--- src/rtl/uart_pkg.sv ---
// Shared UART definitions: byte width, queue FSM state encoding and baud-select codes
// used by uart_tx_queue and uart_byte_tx.
package uart_pkg;

  localparam int unsigned UART_BYTE_W = 8;

  typedef logic [1:0] txq_state_t;

  localparam txq_state_t StIdle = 2'd0;
  localparam txq_state_t StSend = 2'd1;
  localparam txq_state_t StWait = 2'd2;
  localparam txq_state_t StGap  = 2'd3;

  typedef logic [2:0] baud_sel_t;

  localparam baud_sel_t Baud9600   = 3'd0;
  localparam baud_sel_t Baud19200  = 3'd1;
  localparam baud_sel_t Baud38400  = 3'd2;
  localparam baud_sel_t Baud57600  = 3'd3;
  localparam baud_sel_t Baud115200 = 3'd4;

endpackage

--- src/rtl/uart_sync_fifo.sv ---
// Single-clock FIFO with registered level and full flag; head is the entry at the read
// pointer, so a freshly written byte is only visible after the write edge.
module uart_sync_fifo #(
  parameter int unsigned DEPTH = 16,
  parameter int unsigned WIDTH = 8,
  localparam int unsigned AW = $clog2(DEPTH)
) (
  input  logic             clk,
  input  logic             rst,
  input  logic             wr_en,
  input  logic [WIDTH-1:0] wr_data,
  input  logic             rd_en,
  output logic             full,
  output logic [AW:0]      level,
  output logic [WIDTH-1:0] head
);

  logic [WIDTH-1:0] mem_q [DEPTH];
  logic [AW-1:0]    wptr_q, rptr_q;
  logic [AW:0]      level_q, level_d;
  logic             full_q;
  logic             wr_ok, rd_ok;

  // Full is the registered flag, so a write is refused even if a pop frees a slot this cycle.
  assign wr_ok = wr_en & ~full_q;
  assign rd_ok = rd_en & (level_q != '0);

  always_comb begin
    level_d = level_q;
    unique case ({wr_ok, rd_ok})
      2'b10:   level_d = level_q + (AW+1)'(1);
      2'b01:   level_d = level_q - (AW+1)'(1);
      default: level_d = level_q;
    endcase
  end

  always_ff @(posedge clk or posedge rst) begin
    if (rst) begin
      wptr_q  <= '0;
      rptr_q  <= '0;
      level_q <= '0;
      full_q  <= 1'b0;
    end else begin
      if (wr_ok) wptr_q <= wptr_q + AW'(1);
      if (rd_ok) rptr_q <= rptr_q + AW'(1);
      level_q <= level_d;
      full_q  <= (level_d == (AW+1)'(DEPTH));
    end
  end

  always_ff @(posedge clk) begin
    if (wr_ok) mem_q[wptr_q] <= wr_data;
  end

  assign full  = full_q;
  assign level = level_q;
  assign head  = mem_q[rptr_q];

endmodule

--- src/rtl/uart_tx_queue.sv ---
// Byte queue and send scheduler in front of uart_byte_tx. Define UART_TXQ_OVF_CNT_EN to
// count dropped writes on o_Ovf_Cnt; otherwise that output is tied to zero.
module uart_tx_queue
  import uart_pkg::*;
#(
  parameter int unsigned DEPTH   = 16,
  parameter int unsigned GAP_CYC = 0,
  localparam int unsigned AW     = $clog2(DEPTH)
) (
  input  logic                   clk,
  input  logic                   rst,
  input  logic                   i_WR_En,
  input  logic [UART_BYTE_W-1:0] i_WR_Din,
  output logic                   o_WR_Full,
  output logic [AW:0]            o_Level,
  input  logic                   i_TXD_Done,
  output logic [UART_BYTE_W-1:0] o_TXD_Din,
  output logic                   o_TXD_En,
  output logic                   o_Busy,
  output logic [15:0]            o_Ovf_Cnt
);

  localparam int unsigned GW = (GAP_CYC > 1) ? $clog2(GAP_CYC) : 1;

  txq_state_t             state_q, state_d;
  logic [GW-1:0]          gap_q, gap_d;
  logic [UART_BYTE_W-1:0] din_q;
  logic [UART_BYTE_W-1:0] head;
  logic                   pop, load;

  uart_sync_fifo #(
    .DEPTH(DEPTH),
    .WIDTH(UART_BYTE_W)
  ) u_fifo (
    .clk    (clk),
    .rst    (rst),
    .wr_en  (i_WR_En),
    .wr_data(i_WR_Din),
    .rd_en  (pop),
    .full   (o_WR_Full),
    .level  (o_Level),
    .head   (head)
  );

  always_comb begin
    state_d = state_q;
    gap_d   = gap_q;
    pop     = 1'b0;
    load    = 1'b0;
    unique case (state_q)
      StIdle: begin
        if (o_Level != '0) begin
          state_d = StSend;
          load    = 1'b1;
        end
      end
      StSend: begin
        pop     = 1'b1;
        state_d = StWait;
      end
      StWait: begin
        if (i_TXD_Done) begin
          if (GAP_CYC > 0) begin
            state_d = StGap;
            gap_d   = GW'(GAP_CYC - 1);
          end else begin
            state_d = StIdle;
          end
        end
      end
      StGap: begin
        if (gap_q == '0) state_d = StIdle;
        else             gap_d   = gap_q - GW'(1);
      end
      default: state_d = StIdle;
    endcase
  end

  always_ff @(posedge clk or posedge rst) begin
    if (rst) begin
      state_q <= StIdle;
      gap_q   <= '0;
      din_q   <= '0;
    end else begin
      state_q <= state_d;
      gap_q   <= gap_d;
      if (load) din_q <= head;
    end
  end

  assign o_TXD_Din = din_q;
  assign o_TXD_En  = (state_q == StSend);
  assign o_Busy    = (state_q != StIdle) || (o_Level != '0);

`ifdef UART_TXQ_OVF_CNT_EN
  logic [15:0] ovf_q;

  always_ff @(posedge clk or posedge rst) begin
    if (rst) begin
      ovf_q <= '0;
    end else if (i_WR_En && o_WR_Full && (ovf_q != 16'hFFFF)) begin
      ovf_q <= ovf_q + 16'd1;
    end
  end

  assign o_Ovf_Cnt = ovf_q;
`else
  assign o_Ovf_Cnt = 16'h0000;
`endif

endmodule

--- config.mk ---
export PLATFORM = sky130hd
export DESIGN_NAME = uart_tx_queue
export DESIGN_NICKNAME = d
export VERILOG_FILES = /design/src/rtl/uart_pkg.sv /design/src/rtl/uart_sync_fifo.sv /design/src/rtl/uart_tx_queue.sv
export SDC_FILE = /design/constraint.sdc
export NUM_CORES = 1
export LEC_CHECK = 0
export ABC_AREA = 1
export CORE_MARGIN = 3
export CORE_UTILIZATION = 58
export CTS_CLUSTER_DIAMETER = 50
export DETAILED_ROUTE_END_ITERATION = 8
export GPL_TIMING_DRIVEN = 1
export PLACE_DENSITY = 0.79
export SYNTH_ARGS = -nofsm -noshare
export SYNTH_HDL_FRONTEND = slang
export SYNTH_SLANG_ARGS = --single-unit
--- constraint.sdc ---
create_clock -name clk -period 2.2 [get_ports clk]
set_input_delay 0.44 -clock clk [delete_from_list [all_inputs] [get_ports clk]]
set_output_delay 0.44 -clock clk [all_outputs]
set_load 0.01 [all_outputs]
After elaboration in Yosys (flattened, before gate mapping). Memory sizes are Yosys's and may differ from the RTL's. A register that Yosys moved wholly into a read port is not among the register bits. Index checks and enable logic that the tools add are counted.

Equal/unequal tests: 9. Multiplexer cells: 11. Reduce and logical (&&, ||, !) cells: 5. Bitwise gates (word level): 3. Shifts and indexed selects: 0. Order comparisons: 0. Add/sub/neg operators: 5. $mul: 0. Divide/modulo/power cells: 0.

Operators by type and width (number): $pmux W5 S2 (1); $add A4 B1 Y4 const B (2); $pmux W2 S4 (1); $eq A2 B2 Y1 const B (3); $mux W1 (6); $mux W2 (3); $ne A2 B2 Y1 const B (3); $add A5 B1 Y5 const B (1); $eq A5 B5 Y1 const B (1); $reduce_bool A5 Y1 (1); $sub A5 B1 Y5 const B (1); $eq A2 B1 Y1 const B (2); $reduce_and A3 Y1 (1); $and A1 B1 Y1 (2); $logic_not A2 Y1 (1); $reduce_bool A2 Y1 (1); $logic_or A1 B1 Y1 (1); $not A1 Y1 (1); $sub A1 B1 Y1 const B (1).

Input bits: 12. Register bits after elaboration: 17. Logic and storage cells: 40. Latch bits: 0. ROM bits: 0. Output and inout bits: 32. RAM bits: 128. Memories kept: 1.

Memory list: u_fifo.mem_q (depth 16, bits a word 8, read ports 1, clocked after memory_dff 1, write ports 1, RTL line uart_sync_fifo.sv:18) `logic [WIDTH-1:0] mem_q [DEPTH];`.

Depth between registers and ports, before layout.
Depth in word-level cells: 6. Gate-level depth with buffers: 17. Gate-level depth less buffers: 17.

Modules after synthesis. From an unflattened synthesis, not the netlist that was laid out.

Cells, all modules: 529. Area, all modules: 6601.3 um2.

By module, submodules not included: uart_sync_fifo (times used 1, cells an instance 465, sequential area each 4194.0 um2, area an instance 6028.3 um2); uart_tx_queue (times used 1, cells an instance 64, sequential area each 250.2 um2, area an instance 573.0 um2).

Least setup slack after synthesis. No wires, ideal clock.

Path type: register to register. Start: reg u_fifo.level_q[1], in the netlist u_fifo.level[1]. End: reg u_fifo.full_q, in the netlist u_fifo.full. Data arrival time: 2013 ps. Slack: 118 ps. Library setup time: 69 ps. Stages on the path, launching flop included: 12. Cells stage by stage: dfrtp_1 nor2_2 nand3_4 nand2_1 inv_1 ha_1 o21ai_0 inv_1 or2_2 nor2_2 nand3_1 nor2_2.

Cells in the longest elaborated chain, start to end: 5. Elaborated cells between the ends (all ways): 8. Those cells by class: add/sub: 2; eq/ne: 3; mux: 1; bitwise: 1; reduce/logical: 1.

Ends and longest elaborated chain: from (decl) (RTL line uart_sync_fifo.sv:20) `logic [AW:0] level_q, level_d;`; from (signal assigned) (RTL line uart_sync_fifo.sv:46) `level_q <= level_d;`; branches (longest 3 deep; another with $sub A5 B1 Y5); $pmux W5 S2 (*) (RTL line uart_sync_fifo.sv:30) `unique case ({wr_ok, rd_ok})`; via u_fifo.level_d[1] (RTL line uart_sync_fifo.sv:20); $eq A5 B5 Y1 (*) (RTL line uart_sync_fifo.sv:47) `full_q <= (level_d == (AW+1)'(DEPTH));`; to (signal assigned) (RTL line uart_sync_fifo.sv:47); to (decl) (RTL line uart_sync_fifo.sv:21) `logic full_q;`.

Mark *: on every way through the listed nets, which the timed path passes. A chain may end at the register's enable or synchronous reset.

Worst setup path after layout.
Start: reg u_fifo.level_q[0], in the netlist u_fifo.level[0]. End: reg u_fifo.full_q, in the netlist u_fifo.full.

Same word-level chain as after synthesis.

==> qor_table.md <==
| Step | Parameter | This run |
| --- | --- | --- |
| power | Part of the power in registers | 36.5% |
| die | Row cnt | 37 |
| final layout | Most used cells in the layout excluding fill and tap cells | sky130_fd_sc_hd__edfxtp_1 (128), sky130_fd_sc_hd__nor2_1 (89), sky130_fd_sc_hd__o21ai_0 (57) |
| drt | Detailed Routing Iterations Pass 1 | 5 |
| critical path | Startpoint of the worst-slack reg-to-reg timing path | u_fifo.level[0] |
| logic synthesis | Synthesized instance count | 507 |
| drt | Number of vias after detailed routing | 4357 |
| logic synthesis | Biggest area contributors in the synthesized netlist | sky130_fd_sc_hd__edfxtp_1 (60%), sky130_fd_sc_hd__dfrtp_1 (9.4%), sky130_fd_sc_hd__nor2_1 (5.3%) |
| die | IO Count | 44 |
| clocking | Clock input transition at the sequential cells of the worst setup and hold paths | 0.07 ns |
| global route | Global-route wire length before repair | 23200 microns |
| worst hold path | Hold/Removal Path Class | in -> async |
| flow run | Number of violations of the max-capacitance limit | 0 |
| drt | Wire length after detailed routing | 14700 microns |
| timing | Post-route setup TNS | 0 ns |
| timing | # setup viols final | 0 |
| critical path | WP data required | 2.65 ns |
| power | Switching power | 3940 uW |
| critical path | Number of cells on the worst reg-to-reg path | 13 |
| clocking | Hold_buf cts | 0 |
| critical path | Worst Path Arrival | 2.55 ns |
| logic synthesis | Yosys Warn Count | 0 |
| critical path | Critical-path maximum fanout | 5 |
| final layout | Fraction of final layout cells with drive strength greater than 1 | 17.4% |
| critical path | Kind of end point of the critical path | flip-flop |
| timing | Max transition margin | 51.2% |
| timing | Number of slew-limit violations in the final report | 0 |
| final layout | # fillers | 670 |
| global route | Pin count of the biggest net entering global routing | 67 |
| run status | Status | finished clean |
| timing | Number of failing hold endpoints at the final stage | 0 |
| timing | Final clock skew | 0.00850 ns |
| power | Sw Ratio | 36.7% |
| final layout | Layout overhead on the synthesized area | 19.0% |
| logic synthesis | Post-synthesis instance area | 6410 sq um |
| critical path | Sort of element at the start of the critical path | flip-flop |
| power | Peak VDD IR | 1.06 mV |
| logic synthesis | Distinct cell type count of the synthesized netlist | 35 |
| drt | Drc violations | 0 |
| logic synthesis | Post-synthesis sequential element count | 152 |
| placement | Post-place setup slack | -0.238 ns |
| timing | Fin crit share | 95.4% |
| drt | First DRT Iteration DRCs | 587 |
| die | Die Ht | 111 microns |
| timing | Final critical delay including setup and external delays | 2.10 ns |
| logic synthesis | Share of Yosys cell area claimed by the top area cell type | 60.0% |
| clocking | Clock tree sinks | 152 |
| clocking | Worst-case clock buffer depth | 2 |
| logic synthesis | Post-Syn Area per Cell | 12.6 sq um |
| placement | Number of I/O port buffers | 27 |
| logic synthesis | Proportion of synthesized chip area in sequential cells | 69.4% |
| power | Cell internal pwr | 6780 uW |
| critical path | Register-to-register setup slack | 0.10 ns |
| power | Portion of total power attributed to the clock network | 27.7% |
| drt | Number of vias per cell after detailed routing | 6.08 |
| clocking | CTS tree | done |
| global route | GRT Total Usage | 24.3% |
| timing | FMAX | 477 MHz |
| clocking | Clock latency reported for the late side of the worst-skew pair | 0.52 ns |
| timing | Setup repair after global routing missed its margin | true |
| final layout | Fin nets | 587 |
| timing | Worst setup slack after layout | 0.102 ns |
| power | PD cells | 1410 nW/um^2 |
| clocking | Setup fix buffers added after clock tree synthesis | 0 |
| global route | Antenna violations before repair | 0 |
| clocking | H-tree lvl count | 4 |
| logic synthesis | Area leader, netlist | sky130_fd_sc_hd__edfxtp_1 |
| critical path | Critical register-to-register path endpoint | u_fifo.full |
| critical path | Startpoint-to-endpoint class of the critical path | reg -> reg |
| placement | Final RePlAce weighted congestion | 0.858 |
| die | Core Footprint | 10600 sq um |
| power | Power, Total | 10700 uW |
| global route | GRT Residual Overflow | 0 |
| global route | Number of global-route vias before repair | 4426 |
| final layout | Total inserted antenna cells | 0 |
| power | Cell leakage power | 0.00275 uW |
| power | Combinational Power Share | 35.8% |
| die | Effective utilization at floorplan | 60.7% |
| placement | Placed wire-length estimate after detailed placement | 9190 microns |
| clocking | Total clock buffers created by CTS | 17 |
| clocking | Root cell of the clock tree | sky130_fd_sc_hd__clkbuf_8 |
| drt | Average wire length per cell after detail routing | 20.6 microns |
| final layout | Most common cell after layout, fill and taps aside | sky130_fd_sc_hd__edfxtp_1 |
| die | Horizontal die dimension | 111 microns |
| die | Die Outline Area | 12300 sq um |
| drt | Antenna Violating Nets Remaining | 0 |
| timing | Slew of the pin with the lowest slew margin | 0.731 ns |
sequential cells by signal, indices dropped and copies added, names as in the netlist:
name and flops:
u_fifo.mem_q 128, o_TXD_Din 8, u_fifo.level 5, u_fifo.rptr_q 4, u_fifo.wptr_q 4, state_q 2
u_fifo.full 1
worst max-delay path by stage:
stage	from	end	slack, ns	cells past startpoint
4_1_cts	state_q[1]	o_TXD_En	0.003	2
6_report	u_fifo.level[0]	u_fifo.full	0.10	13
3_3_place_gp	i_WR_En	u_fifo.full	-0.20	13
5_1_grt	u_fifo.level[0]	u_fifo.full	-0.04	17
2_1_floorplan	u_fifo.level[1]	u_fifo.full	0.12	11
3_5_place_dp	i_WR_En	u_fifo.full	-0.24	13
through the flow:
step	hold slack, ns	cells	util, %	instance area, sq um
after global placement	0.534	685	66.2	6980
final	0.360	717	72.2	7630
after global routing	0.413	717	72.2	7630
after floorplan	0.455	522	-	6460
after detailed placement	0.543	685	66.2	6980
after CTS	0.370	717	72.0	7600
cell type report:
class                   instances  area, sq um  share of cell area (%)
clock inverters                15          190                    2.49
repair buffers                 68          596                    7.81
flip-flops and latches        152         4450                    58.3
multi-input cells             303         1710                    22.4
clock buffers                  17          414                    5.43
well taps                     136          170                    2.23
inverters                      26         97.6                    1.28
cells in the mapped netlist (all sizes together):
master,count
edfxtp,128
nor2,95
o21ai,71
nand2,29
buf,25
dfrtp,24
inv,24
o221ai,22
nand3,17
clkbuf,16
o211ai,10
o22ai,10
a31oi,8
xor2,8
ha,7
nand4,6
clkinv,2
a21oi,1
conb,1
o21bai,1
or2,1
xnor2,1
logic make-up (layout without fill, tap and decap cells):
| logic type | Yosys count | in the layout | synth area share (%) |
|---|---|---|---|
| buffers and inverters | 67 | 126 | 5.29 |
| adder cells (fa/ha/maj) | 7 | 7 | 1.37 |
| AO/OA/AOI/OAI | 123 | 123 | 11.7 |
| AND/OR/NAND/NOR | 148 | 148 | 10.8 |
| other | 1 | 16 | 0.0585 |
| flip-flops | 152 | 152 | 69.4 |
| XOR/XNOR | 9 | 9 | 1.35 |
layer usage:
metal	global-route usage, %	part of all wire, %	vias to the layer above
met5	0	0	-
met4	7.70	1.6	0
met3	6.28	9.1	32
met2	40.9	51	239
met1	31.0	39	2146
li1	-	-	1940
critical path, cell delays in order, from the launching register on:
cell and delay, ns:
sky130_fd_sc_hd__dfrtp_1 0.42, sky130_fd_sc_hd__nor2_4 0.18, sky130_fd_sc_hd__nand3_4 0.14, sky130_fd_sc_hd__nand3_4 0.10, sky130_fd_sc_hd__nand2_2 0.06, sky130_fd_sc_hd__nand2_1 0.07
sky130_fd_sc_hd__inv_2 0.04, sky130_fd_sc_hd__ha_1 0.26, sky130_fd_sc_hd__o21ai_1 0.11, sky130_fd_sc_hd__inv_1 0.06, sky130_fd_sc_hd__or2_2 0.28, sky130_fd_sc_hd__nor2_2 0.10
sky130_fd_sc_hd__nand3_1 0.09, sky130_fd_sc_hd__nor2_2 0.11
power groups by stage:
stage | Combinational [uW] | Clock (uW) | Sequential (uW)
floorplan | 2410 | 0 | 3910
global placement | 3560 | 0 | 3920
detailed placement | 3710 | 0 | 3940
CTS | 3760 | 3000 | 3900
global route | 4200 | 3120 | 3950
finish | 3840 | 2970 | 3920
timing repair:
item | CTS | global route
pin swaps | 0 | 2
hold endpoints to repair | 0 | 0
endpoints found under the setup margin | 2 | 4
resized for setup | 2 | 9
No activity file was read; power rests on OpenSTA's default activity.
